$ cat config.mk
export PLATFORM = sky130hd
export DESIGN_NAME = alu_digit_serial
export DESIGN_NICKNAME = d
export VERILOG_FILES = /design/src/rtl/alu_pkg.sv /design/src/rtl/alu_slice_n.sv /design/src/rtl/alu_digit_serial.sv
export SDC_FILE = /design/constraint.sdc
export NUM_CORES = 1
export LEC_CHECK = 0
export CAP_MARGIN = 20
export CORE_MARGIN = 2
export CORE_UTILIZATION = 40
export CTS_CLUSTER_SIZE = 20
export DETAILED_ROUTE_END_ITERATION = 6
export GPL_ROUTABILITY_DRIVEN = 0
export SYNTH_ARGS = -nofsm -noshare
export SYNTH_HDL_FRONTEND = slang
export SYNTH_HIERARCHICAL = 1
export SYNTH_SLANG_ARGS = --single-unit
$ cat constraint.sdc
create_clock -name clk -period 3.9 [get_ports clk]
set_input_delay 0.78 -clock clk [delete_from_list [all_inputs] [get_ports clk]]
set_output_delay 0.78 -clock clk [all_outputs]
set_load 0.01 [all_outputs]
$ cat src/rtl/alu_pkg.sv
// ---------------------------------------------------------------------------
// alu_pkg
// Shared definitions for the digit-serial ALU: operation codes, the control
// FSM state type and a helper that identifies subtract-type operations.
// No ports (package).
// ---------------------------------------------------------------------------
package alu_pkg;

    localparam logic [2:0] OP_AND = 3'b000;
    localparam logic [2:0] OP_OR  = 3'b001;
    localparam logic [2:0] OP_ADD = 3'b010;
    localparam logic [2:0] OP_SUB = 3'b110;
    localparam logic [2:0] OP_SLT = 3'b111;

    typedef enum logic [1:0] {
        ST_IDLE,
        ST_RUN,
        ST_DONE
    } state_t;

    // SUB and SLT both compute a + ~b + 1, so they share the inverted
    // operand and the carry-in of one on the first slice.
    function automatic logic isSubtract(input logic [2:0] op);
        return (op == OP_SUB) || (op == OP_SLT);
    endfunction

endpackage

$ cat src/rtl/alu_slice_n.sv
// ---------------------------------------------------------------------------
// alu_slice_n
// Combinational SLICE_W-bit ALU slice, reused every cycle by the serial
// controller.
// Ports:
//   i_a, i_b   : operand slices
//   i_cin      : carry into bit 0 of the slice
//   i_op       : operation code (alu_pkg OP_*)
//   o_r        : slice result (zero for unsupported codes)
//   o_cout     : carry out of the slice (zero for logic/unsupported ops)
//   o_cmsb     : carry into the slice MSB, used for signed overflow
// ---------------------------------------------------------------------------
module alu_slice_n
    import alu_pkg::*;
#(
    parameter int SLICE_W = 8
) (
    input  logic [SLICE_W-1:0] i_a,
    input  logic [SLICE_W-1:0] i_b,
    input  logic               i_cin,
    input  logic [2:0]         i_op,
    output logic [SLICE_W-1:0] o_r,
    output logic               o_cout,
    output logic               o_cmsb
);

    logic [SLICE_W-1:0] w_bx;
    logic [SLICE_W:0]   w_sum;

    // The carry into the MSB is recovered from the MSB sum bit, which keeps
    // the slice valid down to SLICE_W = 1.
    always_comb begin
        w_bx   = isSubtract(i_op) ? ~i_b : i_b;
        w_sum  = {1'b0, i_a} + {1'b0, w_bx} + {{SLICE_W{1'b0}}, i_cin};
        o_cmsb = w_sum[SLICE_W-1] ^ i_a[SLICE_W-1] ^ w_bx[SLICE_W-1];
        o_r    = '0;
        o_cout = 1'b0;
        case (i_op)
            OP_AND: o_r = i_a & i_b;
            OP_OR:  o_r = i_a | i_b;
            OP_ADD, OP_SUB, OP_SLT: begin
                o_r    = w_sum[SLICE_W-1:0];
                o_cout = w_sum[SLICE_W];
            end
            default: ;
        endcase
    end

endmodule

$ cat src/rtl/alu_digit_serial.sv
// ---------------------------------------------------------------------------
// alu_digit_serial
// Digit-serial ALU: processes SLICE_W bits per cycle, LSB slice first, and
// presents the full result WIDTH/SLICE_W cycles after the accepting edge.
// Optional feature macro: ALU_FLAGS_EN adds the registered zero/ovf flags.
// Ports:
//   clk, rst_n : clock, asynchronous active-low reset
//   start      : request, accepted only while ready is high
//   a, b, f    : operands and op code, sampled on the accepting edge
//   ready      : high in IDLE only
//   done       : one-cycle pulse when r/cout are valid
//   r, cout    : result and carry out of the MSB slice
//   zero, ovf  : result flags (ALU_FLAGS_EN only)
// ---------------------------------------------------------------------------
module alu_digit_serial
    import alu_pkg::*;
#(
    parameter int WIDTH   = 32,
    parameter int SLICE_W = 8
) (
    input  logic             clk,
    input  logic             rst_n,
    input  logic             start,
    input  logic [WIDTH-1:0] a,
    input  logic [WIDTH-1:0] b,
    input  logic [2:0]       f,
    output logic             ready,
    output logic             done,
    output logic [WIDTH-1:0] r,
    output logic             cout
`ifdef ALU_FLAGS_EN
    ,
    output logic             zero,
    output logic             ovf
`endif
);

    localparam int N     = WIDTH / SLICE_W;
    localparam int CNT_W = (N > 1) ? $clog2(N) : 1;
    localparam logic [CNT_W-1:0] LAST = CNT_W'(N - 1);

    generate
        if (WIDTH % SLICE_W != 0) begin : gBadSlice
            $error("alu_digit_serial: WIDTH must be a multiple of SLICE_W");
        end
    endgenerate

    state_t             r_state;
    state_t             w_nextState;
    logic [WIDTH-1:0]   r_a;
    logic [WIDTH-1:0]   r_b;
    logic [2:0]         r_op;
    logic [CNT_W-1:0]   r_cnt;
    logic               r_carry;
    logic [WIDTH-1:0]   r_acc;

    logic [SLICE_W-1:0] w_aSlice;
    logic [SLICE_W-1:0] w_bSlice;
    logic [SLICE_W-1:0] w_sliceR;
    logic               w_sliceCout;
    logic               w_sliceCmsb;
    logic               w_lastSlice;
    logic               w_signedOvf;
    logic [WIDTH-1:0]   w_accNext;
    logic [WIDTH-1:0]   w_finalR;

    assign w_aSlice = r_a[int'(r_cnt) * SLICE_W +: SLICE_W];
    assign w_bSlice = r_b[int'(r_cnt) * SLICE_W +: SLICE_W];

    alu_slice_n #(
        .SLICE_W (SLICE_W)
    ) u_slice (
        .i_a    (w_aSlice),
        .i_b    (w_bSlice),
        .i_cin  (r_carry),
        .i_op   (r_op),
        .o_r    (w_sliceR),
        .o_cout (w_sliceCout),
        .o_cmsb (w_sliceCmsb)
    );

    // Partial results collect in r_acc; r itself only changes on the final
    // slice so intermediate slices never show on the output.
    always_comb begin
        w_lastSlice = (r_state == ST_RUN) && (r_cnt == LAST);
        w_signedOvf = w_sliceCmsb ^ w_sliceCout;
        w_accNext   = r_acc;
        w_accNext[int'(r_cnt) * SLICE_W +: SLICE_W] = w_sliceR;
        if (r_op == OP_SLT) begin
            w_finalR    = '0;
            w_finalR[0] = w_accNext[WIDTH-1] ^ w_signedOvf;
        end else begin
            w_finalR = w_accNext;
        end
    end

    // State register
    always_ff @(posedge clk or negedge rst_n) begin
        if (!rst_n) begin
            r_state <= ST_IDLE;
        end else begin
            r_state <= w_nextState;
        end
    end

    // Next-state logic
    always_comb begin
        w_nextState = r_state;
        case (r_state)
            ST_IDLE: if (start)            w_nextState = ST_RUN;
            ST_RUN:  if (r_cnt == LAST)    w_nextState = ST_DONE;
            ST_DONE:                       w_nextState = ST_IDLE;
            default:                       w_nextState = ST_IDLE;
        endcase
    end

    // Output logic
    always_comb begin
        ready = (r_state == ST_IDLE);
        done  = (r_state == ST_DONE);
    end

    // Datapath: operand capture on acceptance, one slice per RUN cycle, the
    // carry register chaining slice k into slice k+1.
    always_ff @(posedge clk or negedge rst_n) begin
        if (!rst_n) begin
            r_a     <= '0;
            r_b     <= '0;
            r_op    <= OP_AND;
            r_cnt   <= '0;
            r_carry <= 1'b0;
            r_acc   <= '0;
            r       <= '0;
            cout    <= 1'b0;
`ifdef ALU_FLAGS_EN
            zero    <= 1'b0;
            ovf     <= 1'b0;
`endif
        end else if (r_state == ST_IDLE && start) begin
            r_a     <= a;
            r_b     <= b;
            r_op    <= f;
            r_cnt   <= '0;
            r_carry <= isSubtract(f);
            r_acc   <= '0;
        end else if (r_state == ST_RUN) begin
            r_acc   <= w_accNext;
            r_carry <= w_sliceCout;
            if (w_lastSlice) begin
                r_cnt <= '0;
                r     <= w_finalR;
                cout  <= w_sliceCout;
`ifdef ALU_FLAGS_EN
                zero  <= (w_finalR == '0);
                ovf   <= ((r_op == OP_ADD) || (r_op == OP_SUB)) ? w_signedOvf : 1'b0;
`endif
            end else begin
                r_cnt <= r_cnt + 1'b1;
            end
        end
    end

endmodule

==> flow_results.org, run 1 <==
** Status
- Result of the run :: finished, final reports clean

** Clock tree
- Clock root buffer master :: clkbuf_16
- TritonCTS clock tree :: yes
- H-tree lvl count :: 4
- Gates resized, CTS repair :: 0
- Number of buffers inserted by hold repair at cts :: 0
- Clock latency on the worst-skew pair, taken at its later pin, is between 0.4 and 0.5 ns.
- Clock transition time at the flip-flop clock pins of the worst setup and hold paths :: ~0.06 ns
- TritonCTS Buffers :: 17
- Counting every sink on the clock net gives 130.
- Counting along the longest clock path gives a buffer depth of 2.
- Once the clock tree was built, the setup fixing pass inserted 0 buffers.

** Setup path
- On the critical path, the stage with the largest delay is an instance of mux4_2.
- CP cell instances :: mux4_2 > xor2_1 > fa_1 > inv_1 > fa_1 > a21oi_1 > o211ai_1 > a21oi_1 > nand2b_1 > a211oi_2 > xnor2_1 > nor3b_1 > mux2i_1 > o211ai_1
- Arrival time reported for the critical path endpoint :: around 3.8 ns
- At the worst endpoint, the required time is between 4 and 5 ns.
- On the worst path, the slowest cell contributes a delay of roughly 0.55 ns.
- The number of cells on the worst reg-to-reg path is 14.
- Worst Setup Start Kind :: flop
- CP Class :: reg -> reg
- For flop-to-flop paths, the worst setup slack is 0.41 ns.
- Crit Path Max Fanout :: 4
- The number of buffers and inverters on the critical path is 1.
- The worst setup path is captured at a flop.
- Launching point of the worst reg2reg path :: r_cnt[0]$_DFFE_PN0P_
- Crit path max-delay family :: compound AO/OA/AOI/OAI gates
- R2R Path End :: r[0]$_DFFE_PN0P_

** Synth
- Ranked by total cell area, the synthesized netlist is headed by dfrtp_1 (51%), mux2_2 (11%), mux4_2 (5.6%).
- The mapped netlist covers around 0.0064 mm^2.
- Sequential-to-total area share from yosys stat :: 50.8%
- Area leader, netlist :: dfrtp_1
- Share of Yosys cell area claimed by the top area cell type :: approximately half
- Among all flip-flop cells after synthesis, the most frequent one is dfrtp_1.
- In this run, synthesis inferred 0 flip-flops with an integrated enable.
- Leading cell type by number of instances after synthesis :: dfrtp_1
- Average cell area after synthesis :: 12.2 um^2
- In the synthesized netlist the async set-or-reset flop fraction comes to 100%.
- Top cells by instance count after synthesis :: dfrtp_1 (130), mux2_2 (61), nand2_1 (55)
- Number of library cell types mapped by synthesis :: 54
- Synthesis produced a netlist whose cell count is approximately 530.
- Post-synthesis net count :: between 600 and 700
- Synthesis Warnings :: 6
- In this run, synthesis produced a sequential element count of 130.

** Routing
- The final route contains ~4.5k vias.
- The routed design has 15.6 mm of wire.
- Routed met2 length :: about 8.0 mm
- The count of nets left with antenna violations once routing finished came out at 0.
- Final routed wire length divided by cell count :: roughly 18 um
- Before antenna repair, the detailed router went through 4 iterations.
- In this run the top signal layer used is met4.
- Summed over all nets, wire length on met3 after detailed routing comes to between 800 and 900 um.
- Vias per inst :: 5.19
- In the routed design, unresolved DRC markers number 0.
- Routed length on met1 :: between 6 and 7 mm
- After the first detailed-routing iteration, the DRC count stood at 300.

** Timing
- The clock period could shrink to between 3 and 4 ns.
- Tcrit/Tclk final :: between 80% and 90%
- Transition at the pin with the smallest max-transition slack :: 0.823 ns
- Derived from the worst setup path, the maximum achievable clock frequency is about 290 MHz.
- Relative slew slack :: a little under half
- The count of final max-slew check failures came to 0.
- In the post-route analysis, the smallest setup slack over all paths is roughly 0.41 ns.
- Setup repair after global routing missed its margin :: no
- Clock skew after layout :: 0.00988 ns
- Setup violations remaining at the end of the flow were counted as 0.
- The final hold violation count was 0.
- For the final routed database, the setup TNS stands at 0 ns.
- The tightest hold path in the finished design has a slack of 0.373 ns.

** Power and ir drop
- Per report_power, the clock group accounts for about 20% of the total.
- Standby leakage power :: 3.45 nW
- Combinational Power Share :: between 50% and 60%
- Part of the total power dissipated in sequential elements :: between 20% and 30%
- Max IR drop VDD :: 0.000580 V
- Switch share :: 40.0%
- Internal power comes to ~5 mW.
- Power spread over the standard cell area amounts to about 1000 mW/mm^2.
- Power dissipated by switching net loads :: approximately 3.4 mW

** Place
- Post-Place Cell Area :: around 0.0076 mm^2
- The wire-length estimate of the detail-placed layout is between 10 and 15 mm.
- OpenSTA, run right after detailed placement, puts the worst setup slack at ~0.42 ns.
- IO Port Bufs :: approximately 100

** GRT
- For this run, the total global-route usage over all layers was measured as about a fifth.
- For this run the aggregate overflow at the end of global routing stands at 0.
- Antenna violations before repair :: 0
- The via count of the first global-routing pass came to roughly 4.7k.
- The first global-routing pass estimated about 25 mm of wire.
- Pin count of the biggest net entering global routing :: 50

** Finish
- Antenna cell count :: 0
- For this run, the post-layout net count is approximately 720.
- Summed area of non-filler cells in the final layout :: around 0.0082 mm^2
- Layout cell share with drive strength beyond 1 :: around 22%
- Area delta synth->final :: 28.7%

** Floorplanning
- Chip Height :: ~130 um
- Die footprint :: 0.0170 mm^2
- The total area inside the core boundary comes to between 0.015 and 0.02 mm^2.
- For this design the top-level I/O count stands at approximately 110.
- The die is around 130 um wide.
- Count of standard-cell rows :: 46
- Once the floorplan was initialized, standard cells occupied around two fifths of the core.

** Worst hold path
- Path category of the worst min-delay check :: in -> async

** Flow run
- Number of max-cap violations :: 0
## state kept, by name (all words and copies together) (netlist names)
signal / cells
r_a: 32
cout: 1
r_state: 2
r: 32
r_op: 3
r_cnt: 2
r_b: 32
r_acc: 25
r_carry: 1
## worst register-to-register path: stages, from the launching register on
cell      delay (ns)
dfrtp_1         0.42
mux4_2          0.55
xor2_1          0.19
fa_1            0.39
inv_1           0.08
fa_1            0.22
a21oi_1         0.10
o211ai_1        0.20
a21oi_1         0.12
nand2b_1        0.16
a211oi_2        0.36
xnor2_1         0.19
nor3b_1         0.21
mux2i_1         0.10
o211ai_1        0.10
## logic make-up after synthesis
family	share of synthesized area, %
buffers and inverters	4.14
multiplexers	17.9
AND/OR/NAND/NOR	9.64
flip-flops	50.8
XOR/XNOR	2.42
adder cells (fa/ha/maj)	3.59
AO/OA/AOI/OAI	11.5
## final cells by class
class,instances,area [um^2]
Inverter,11,42.5
Multi-Input combinational cell,353,2890
Fill cell,1392,7520
Clock buffer,23,478
Clock inverter,9,153
Sequential cell,130,3250
Timing Repair Buffer,119,1160
Tap cell,216,270
## layout by cell type (no fill, tap or decap), drive strengths merged, types with 2 or more instances in the layout
cell	synthesis	final
xnor2	10	10
mux4	16	16
xor2	6	6
nand3	2	2
nor2b	28	28
inv	10	10
maj3	4	4
buf	21	15
o22ai	7	7
nor3	2	2
o21a	2	2
clkdlybuf4s50	0	103
nor3b	3	3
mux2	67	67
nand2	57	57
clkinv	1	6
ha	12	12
o21ai	46	46
fa	2	2
nand2b	5	5
mux2i	2	2
nor2	10	10
and4	2	2
o211ai	2	2
and2b	2	2
clkbuf	12	24
a22o	23	23
bufinv	0	4
a21oi	33	33
dfrtp	130	130
## power by group through the flow
stage	logic [mW]	clock network [mW]	registers [mW]
after floorplan	3.34	0	2.12
after global placement	4.41	0	2.23
after detailed placement	4.52	0	2.25
after CTS	4.54	1.72	2.23
after global routing	5.00	1.78	2.29
final	4.56	1.69	2.22
## per-layer routing
layer	up-vias	GRT usage (%)
met2	136	32.2
met1	2233	25.1
met3	13	5.05
met5	-	0
li1	2090	-
met4	0	7.07
## per-stage QoR
stage | power [mW] | util (%) | cells
CTS | 8.49 | 52.3 | 860
global placement | 6.64 | 48.3 | 828
global route | 9.07 | 52.3 | 861
detailed placement | 6.77 | 48.3 | 828
finish | 8.47 | 52.3 | 861
floorplan | 5.46 | - | 527
## how the worst max path moves through the flow
stage	startpoint	end	cells after the start
global placement	r_cnt[0]$_DFFE_PN0P_	r[0]$_DFFE_PN0P_	12
CTS	r_cnt[0]$_DFFE_PN0P_	r[0]$_DFFE_PN0P_	14
finish	r_cnt[0]$_DFFE_PN0P_	r[0]$_DFFE_PN0P_	14
global route	r_cnt[0]$_DFFE_PN0P_	r[0]$_DFFE_PN0P_	14
detailed placement	r_cnt[0]$_DFFE_PN0P_	r[0]$_DFFE_PN0P_	14
floorplan	r_cnt[0]$_DFFE_PN0P_	r[0]$_DFFE_PN0P_	16
(Power assumes the default switching activity.)
==> run 2, diff against run 1 <==
Settings changed: CORE_ASPECT_RATIO set to 0.9, CTS_BUF_LIST set to sky130_fd_sc_hd__clkbuf_2 sky130_fd_sc_hd__clkbuf_4 sky130_fd_sc_hd__clkbuf_8.
==> run 2 against run 1 <==
Against the previous run:
- sequential share of layout area grew 1.1 points
- global-route usage shrank 0.051 points
- non-clock buffer count shrank 1
- clock power shrank 28%
- total power shrank 5.8%
- core utilization shrank 0.71 points
- final cell count shrank 1.7%
- flip-flop and latch count is the same
- first-iteration DRC count shrank 19%
- maximum frequency shrank 0.48%
- critical path type unchanged
- largest power group unchanged
- highest routed layer unchanged
==> flow_results.org, run 2 (synthesis gave the netlist of run 1 again) <==
** Floorplanning
- The die boundary width is 137 um (was 131 um).
- Chip Height :: 124 um (was 131 um)
- The number of placed I/O pins came to 105 (unchanged).
- Count of standard-cell rows :: 43 (was 46)
- The starting density of the core was 41.2% (was 40.6%).
- The die footprint came to 0.0171 mm^2 (was 0.0170 mm^2).
- The placeable core region came to 0.0155 mm^2 (was 0.0158 mm^2).

** Clock tree
- H-tree lvl count :: 4 (unchanged)
- The count of hold-fix buffers inserted at cts came to 0 (unchanged).
- TritonCTS Buffers :: 17 (unchanged)
- The clock insertion delay at the later pin of the skew report was 0.44 ns (was 0.42 ns).
- Clock transition time at the flip-flop clock pins of the worst setup and hold paths :: 0.08 ns (was 0.06 ns)
- The clock root buffer master is clkbuf_8 (was clkbuf_16).
- Gates resized, CTS repair :: 0 (unchanged)
- Sinks on the clock net :: 130 (unchanged)
- The number of buffers on the longest clock path is 2 (unchanged).
- Post-CTS repair timing setup buffer count :: 0 (unchanged)
- TritonCTS clock tree :: yes (unchanged)

** Timing
- Setup repair after global routing missed its margin: no (unchanged).
- The post-route fraction of the period consumed by the critical path came to 89.9% (was 89.5%).
- Final WS setup :: 0.394 ns (was 0.411 ns)
- The tightest slew margin relative to the limit was 29.9% (was 45.1%).
- Clock skew after layout :: 0.0138 ns (was 0.00988 ns)
- The slew of the pin with the lowest slew margin is 1.05 ns (was 0.823 ns).
- Fmax achieved :: 285 MHz (was 287 MHz)
- Hold Vio Cnt, Final :: 0 (unchanged)
- The worst hold slack came to 0.449 ns (was 0.373 ns).
- Min Clock Period, post-route :: 3.51 ns (was 3.49 ns)
- Total negative slack for setup checks :: 0 ns (unchanged)
- Total count of max-transition violations in the final report :: 0 (unchanged)
- The setup-violating endpoint count in the final report came to 0 (unchanged).

** Place
- IO Port Bufs :: 104 (unchanged)
- Post-placement worst setup slack :: 0.377 ns (was 0.422 ns)
- Detailed placement HPWL :: 10.8 mm (was 11.3 mm)
- The total cell area at the placement stage came to 0.00759 mm^2 (was 0.00761 mm^2).
- The number of cells after detailed placement was 813 (was 828).

** Finish
- Most common library cell in the layout ignoring fill and taps :: dfrtp_1 (unchanged)
- The post-route standard cell area excluding fillers came to 0.00802 mm^2 (was 0.00825 mm^2).
- Registers with the highest flip-flop counts :: r: 32 flops, r_a: 32 flops, r_b: 32 flops (unchanged)
- The area growth from synthesis to final layout is 25.2% (was 28.7%).
- Total number of nets in the final design :: 715 (was 716)
- The number of cells in the finished layout apart from fillers is 846 (was 861).
- Final Util :: 51.6% (was 52.3%)
- The share of layout cells above drive strength 1 is 22.2% (was 21.9%).
- Antenna cell count :: 0 (unchanged)
- Commonest cells after routing, fill and taps aside: dfrtp_1 (130), clkdlybuf4s50_1 (103), mux2_2 (61) (unchanged).

** Setup path
- Arrival time reported for the critical path endpoint :: 3.87 ns (was 3.81 ns)
- CP cell instances: buf_4 > mux4_2 > ha_1 > nand2b_1 > nand2b_1 > a21oi_1 > xor2_1 > o22ai_1 > a21oi_1 > o21ai_0 (was mux4_2 > xor2_1 > fa_1 > inv_1 > fa_1 > a21oi_1 > o211ai_1 > a21oi_1 > nand2b_1 > a211oi_2 > xnor2_1 > nor3b_1 > mux2i_1 > o211ai_1).
- R2R Path End :: r[3]$_DFFE_PN0P_ (was r[0]$_DFFE_PN0P_)
- R2R Setup Slk :: 0.39 ns (was 0.41 ns)
- The kind of end point of the critical path was a flop (unchanged).
- The biggest fanout along the worst timing path was 16 (was 4).
- The critical path's largest stage delay is 0.81 ns (was 0.55 ns).
- Worst Setup Start Kind :: flop (unchanged)
- CP Class :: reg -> reg (unchanged)
- The source of the worst register-to-register timing path is r_cnt[0]$_DFFE_PN0P_ (unchanged).
- Logic depth of the worst register-to-register path :: 10 (was 14)
- The cell family contributing the most delay on the critical path was compound AO/OA/AOI/OAI gates (unchanged).
- The slowest cell on the critical path was o22ai_1 (was mux4_2).
- Crit path buffers/inverters :: 1 (unchanged)
- Critical path data required time :: 4.26 ns (was 4.22 ns)

** Routing
- Number of routed nets with antenna violations :: 0 (unchanged)
- Post-detailed-route DRC marker count :: 0 (unchanged)
- Vias per inst :: 5.20 (was 5.19)
- Final routed wire length divided by cell count :: 17.8 um (was 18.1 um)
- The total via count in the routed design is 4399 (was 4472).
- Wire length after detailed routing :: 15.1 mm (was 15.6 mm)
- Length of the first detailed-routing pass in iterations :: 4 (unchanged)
- Initial DRC Count :: 242 (was 300)

** GRT
- The global routing usage summed across all routing layers came to 19.5% (about the same).
- The final global-route overflow total came to 0 (unchanged).
- The largest net degree at the start of global routing came to 71 (was 50).
- Antenna violations before repair :: 0 (unchanged)
- The via count of the first global-routing pass was 4637 (was 4656).
- Wire length of the first global-routing pass :: 24.8 mm (was 25.1 mm)

** Power and ir drop
- Standby leakage power :: 3.34 nW (was 3.45 nW)
- Internal Pwr Total :: 4.63 mW (was 5.08 mW)
- Tot Pwr :: 7.98 mW (was 8.47 mW)
- Combinational Power Share :: 57.1% (was 53.8%)
- Switch share :: 42.0% (was 40.0%)
- PD cells :: 995 mW/mm^2 (was 1030 mW/mm^2)
- Clock network fraction of design power :: 15.4% (was 19.9%)
- The part of the power in registers was 27.6% (was 26.2%).
- The worst voltage drop across the vdd grid was 0.000528 V (was 0.000580 V).
- The switching power is 3.35 mW (was 3.39 mW).

** Worst hold path
- The worst hold path class is in -> async (unchanged).

** Status
- Result of the run :: finished, final reports clean (unchanged)

** Flow run
- The max-cap violation count is 0 (unchanged).
==> run 2: worst max-delay path by stage <==
| stage | start | end | slack, ns | depth (start not counted) |
|---|---|---|---|---|
| 2_1_floorplan | r_cnt[0]$_DFFE_PN0P_ | r[0]$_DFFE_PN0P_ | 0.60 | 16 |
| 3_3_place_gp | r_cnt[0]$_DFFE_PN0P_ | r[4]$_DFFE_PN0P_ | 0.41 | 10 |
| 3_5_place_dp | r_cnt[0]$_DFFE_PN0P_ | r[4]$_DFFE_PN0P_ | 0.38 | 10 |
| 4_1_cts | r_cnt[0]$_DFFE_PN0P_ | r[12]$_DFFE_PN0P_ | 0.36 | 10 |
| 5_1_grt | r_cnt[0]$_DFFE_PN0P_ | r[20]$_DFFE_PN0P_ | 0.07 | 12 |
| 6_report | r_cnt[0]$_DFFE_PN0P_ | r[3]$_DFFE_PN0P_ | 0.39 | 10 |
==> run 2: area by class of cell <==
class / count / area, um^2
fillers: 1367 / 7530
flip-flops and latches: 130 / 3250
multi-input cells: 353 / 2890
repair buffers: 118 / 1150
clock buffers: 20 / 275
well taps: 202 / 253
clock inverters: 12 / 154
inverters: 11 / 42.5
==> run 2: power groups by stage <==
stage	clock [mW]	sequential, mW	combinational, mW
after global placement	0	2.21	4.44
after floorplan	0	2.12	3.34
after global routing	1.32	2.26	5.04
final	1.22	2.20	4.55
after detailed placement	0	2.23	4.54
after CTS	1.26	2.20	4.56
==> run 2: worst register-to-register path, stage by stage (launching register included) <==
cell      delay (ns)
dfrtp_1         0.52
buf_4           0.33
mux4_2          0.62
ha_1            0.32
nand2b_1        0.13
nand2b_1        0.08
a21oi_1         0.17
xor2_1          0.08
o22ai_1         0.81
a21oi_1         0.16
o21ai_0         0.19
==> run 2: layer usage <==
metal | vias to the layer above | GRT usage, % | wire length, um
li1 | 2082 | - | -
met2 | 106 | 29.4 | 6820
met1 | 2193 | 27.5 | 7270
met4 | 0 | 6.31 | 230
met5 | - | 0 | 0
met3 | 18 | 5.09 | 743
==> run 3, diff against run 2 <==
Settings changed: CORE_UTILIZATION 40 to 55, PLACE_DENSITY set to 0.82.
==> run 3 against run 2 <==
Against the previous run:
- wire length is 2.5% lower
- sequential power about the same
- total power down 1.1%
- global-route usage grew 5.6 points
- worst hold slack got worse by 0.25 ns
- clock skew about the same
- setup slack got worse by 0.034 ns
- critical path depth up 1
- critical path type unchanged
- core utilization up 18 points
==> flow_results.org, run 3 (synthesis gave the netlist of run 1 again) <==
** Place
- The placed wire-length estimate came to 10.4 mm (was 10.8 mm).
- The count of input and output buffers is 104 (unchanged).

** Timing
- The final hold violation count was 0 (unchanged).
- Final setup violating endpoints :: 0 (unchanged)
- The tightest slew margin relative to the limit is 39.1% (was 29.9%).
- The count of final max-slew check failures is 0 (unchanged).
- Fmax achieved :: 282 MHz (was 285 MHz)
- The final setup skew came to 0.0140 ns (was 0.0138 ns).
- Setup repair after global routing missed its margin: no (unchanged).
- Final Hold Slack :: 0.203 ns (was 0.449 ns)
- The clock period minus worst slack came to 3.54 ns (was 3.51 ns).
- Tcrit/Tclk final :: 90.8% (was 89.9%)
- Transition at the pin with the smallest max-transition slack :: 0.914 ns (was 1.05 ns)
- The setup TNS came to 0 ns (unchanged).

** Clock tree
- The total of cells resized after clock tree synthesis was 0 (unchanged).
- Sinks on the clock net :: 130 (unchanged)
- The total CTS buffers came to 17 (unchanged).
- TritonCTS clock tree :: yes (unchanged)
- The count of H-tree levels built during CTS came to 4 (unchanged).
- Max clock buf depth :: 2 (unchanged)
- Post-CTS repair timing setup buffer count :: 0 (unchanged)
- Clock root buffer master :: clkbuf_8 (unchanged)
- Number of buffers inserted by hold repair at cts :: 0 (unchanged)
- Clock latency of the later-clocked register in the worst-skew pair :: 0.44 ns (about the same)
- The clock transition at the registers of the reported paths came to 0.07 ns (was 0.08 ns).

** Power and ir drop
- The internal power was 4.59 mW (was 4.63 mW).
- The part of the power in registers was 28.2% (was 27.6%).
- Standby leakage power :: 3.35 nW (was 3.34 nW)
- The power per cell area came to 990 mW/mm^2 (was 995 mW/mm^2).
- The combinational share of power came to 56.6% (was 57.1%).
- Clock network fraction of design power :: 15.3% (was 15.4%)
- Max IR drop VDD :: 0.000539 V (was 0.000528 V)
- The switching part of the total power is 41.8% (was 42.0%).
- Power dissipated by switching net loads :: 3.30 mW (was 3.35 mW)

** GRT
- Antenna violations before repair :: 0 (unchanged)
- The via count of the first global-routing pass was 4738 (was 4637).
- The largest net degree at the start of global routing is 88 (was 71).
- The global routing usage summed across all routing layers was 25.1% (was 19.5%).
- The wire length of the first global-routing pass came to 24.1 mm (was 24.8 mm).
- GRT Residual Overflow :: 0 (unchanged)

** Setup path
- Critical Path Stages :: 11 (was 10)
- The required arrival time at the worst endpoint is 4.24 ns (was 4.26 ns).
- The count of cells along the worst register-to-register path came to 11 (was 10).
- Arrival time reported for the critical path endpoint :: 3.88 ns (was 3.87 ns)
- The nature of the critical path startpoint is a flop (unchanged).
- Launching point of the worst reg2reg path :: r_cnt[0]$_DFFE_PN0P_ (unchanged)
- The critical path's largest stage delay came to 0.59 ns (was 0.81 ns).
- CP Class :: reg -> reg (unchanged)
- The kind of end point of the critical path is a flop (unchanged).
- The cell family contributing the most delay on the critical path was compound AO/OA/AOI/OAI gates (unchanged).
- The slack of the worst reg-to-reg path came to 0.36 ns (was 0.39 ns).
- The first element of the critical path was r_cnt[0]$_DFFE_PN0P_ (unchanged).
- The biggest fanout along the worst timing path was 13 (was 16).
- The buffer and inverter count on the worst path came to 1 (unchanged).
- Cell with the biggest individual delay on the critical path :: o22ai_1 (unchanged)
- CP cell instances :: buf_4 > mux4_2 > xnor2_1 > fa_1 > a21oi_1 > and2b_1 > nor2_1 > xor2_1 > o22ai_1 > a21oi_1 > o21ai_0 (was buf_4 > mux4_2 > ha_1 > nand2b_1 > nand2b_1 > a21oi_1 > xor2_1 > o22ai_1 > a21oi_1 > o21ai_0)
- Among the stages of the critical path, the cell type that occurs most often is a21oi_1.

** Routing
- The first-pass iteration count of the detailed router was 5 (was 4).
- The number of vias per cell is 5.67 (was 5.20).
- Wire length after detailed routing :: 14.7 mm (was 15.1 mm)
- The routed length per instance is 18.4 um (was 17.8 um).
- The starting DRC count in detailed routing was 367 (was 242).
- Number of routed nets with antenna violations :: 0 (unchanged)
- Total number of vias :: 4516 (was 4399)
- The post-route DRC violation count came to 0 (unchanged).

** Flow run
- Number of max-cap violations :: 0 (unchanged)

** Worst hold path
- Path category of the worst min-delay check :: in -> async (unchanged)

** Finish
- Commonest cells after routing, fill and taps aside: dfrtp_1 (130), clkdlybuf4s50_1 (103), mux2_2 (61) (unchanged).
- The register area came to 0.00325 mm^2 (unchanged).
- Registers with the highest flip-flop counts :: r: 32 flops, r_a: 32 flops, r_b: 32 flops (unchanged)
- Total area of multi-input combinational cells :: 0.00290 mm^2 (was 0.00289 mm^2)
- The area growth from synthesis to final layout was 24.3% (was 25.2%).
- The number of diodes added for antenna fixing is 0 (unchanged).
- Fill cell instance count of the final layout :: 848 (was 1367)
- The number of nets in the layout was 711 (was 715).
- The share of layout cells above drive strength 1 is 21.9% (was 22.2%).
- Most common library cell in the layout ignoring fill and taps :: dfrtp_1 (unchanged)

** Floorplanning
- The number of placed I/O pins came to 105 (unchanged).
- The placeable core region came to 0.0114 mm^2 (was 0.0155 mm^2).
- Die footprint :: 0.0125 mm^2 (was 0.0171 mm^2)
- Chip Height :: 106 um (was 124 um)
- The starting density of the core was 56.3% (was 41.2%).
- Count of standard-cell rows :: 37 (was 43)
- The die boundary width came to 118 um (was 137 um).

** Status
- Result of the run: finished, final reports clean (unchanged).
## run 3: power groups by stage
stage                     combinational, mW  sequential, mW  clock (mW)
after floorplan                        3.34            2.12           0
after global placement                 4.21            2.22           0
after detailed placement               4.40            2.24           0
after CTS                              4.41            2.22        1.22
after global routing                   4.84            2.28        1.29
final                                  4.46            2.22        1.20
## run 3: cell type report
type	instances	area share (%)
clock buffer	22	3.64
multi-input combinational	353	36.4
tap	156	2.45
clock inverter	10	1.65
inverter	11	0.534
sequential	130	40.8
timing repair buffer	114	14.5
## run 3: worst paths after layout
kind                                      end
setup / recovery            r[12]$_DFFE_PN0P_
hold / removal              r[30]$_DFFE_PN0P_
setup reg to reg            r[12]$_DFFE_PN0P_
hold reg to reg             r[14]$_DFFE_PN0P_
max in group asynchronous  r_b[1]$_DFFE_PN0P_
min in group clk            r[14]$_DFFE_PN0P_
## run 3: per-layer routing
layer / share of wire, % / vias up / global-route usage, %
met5: 0 / - / 0
met4: 3.1 / 0 / 11.3
met3: 6.4 / 34 / 6.33
met2: 48 / 170 / 39.7
met1: 43 / 2228 / 33.1
li1: - / 2084 / -
## run 3: through the flow
| step | power, mW | utilization [%] | instances | setup slack (ns) | area [um^2] |
|---|---|---|---|---|---|
| global placement | 6.42 | 66.0 | 763 | 0.462 | 7510 |
| global route | 8.40 | 70.0 | 796 | 0.0683 | 7970 |
| CTS | 7.84 | 69.7 | 795 | 0.275 | 7930 |
| detailed placement | 6.63 | 66.0 | 763 | 0.294 | 7510 |
| floorplan | 5.46 | - | 527 | 0.603 | 6410 |
| finish | 7.89 | 70.0 | 796 | 0.360 | 7970 |
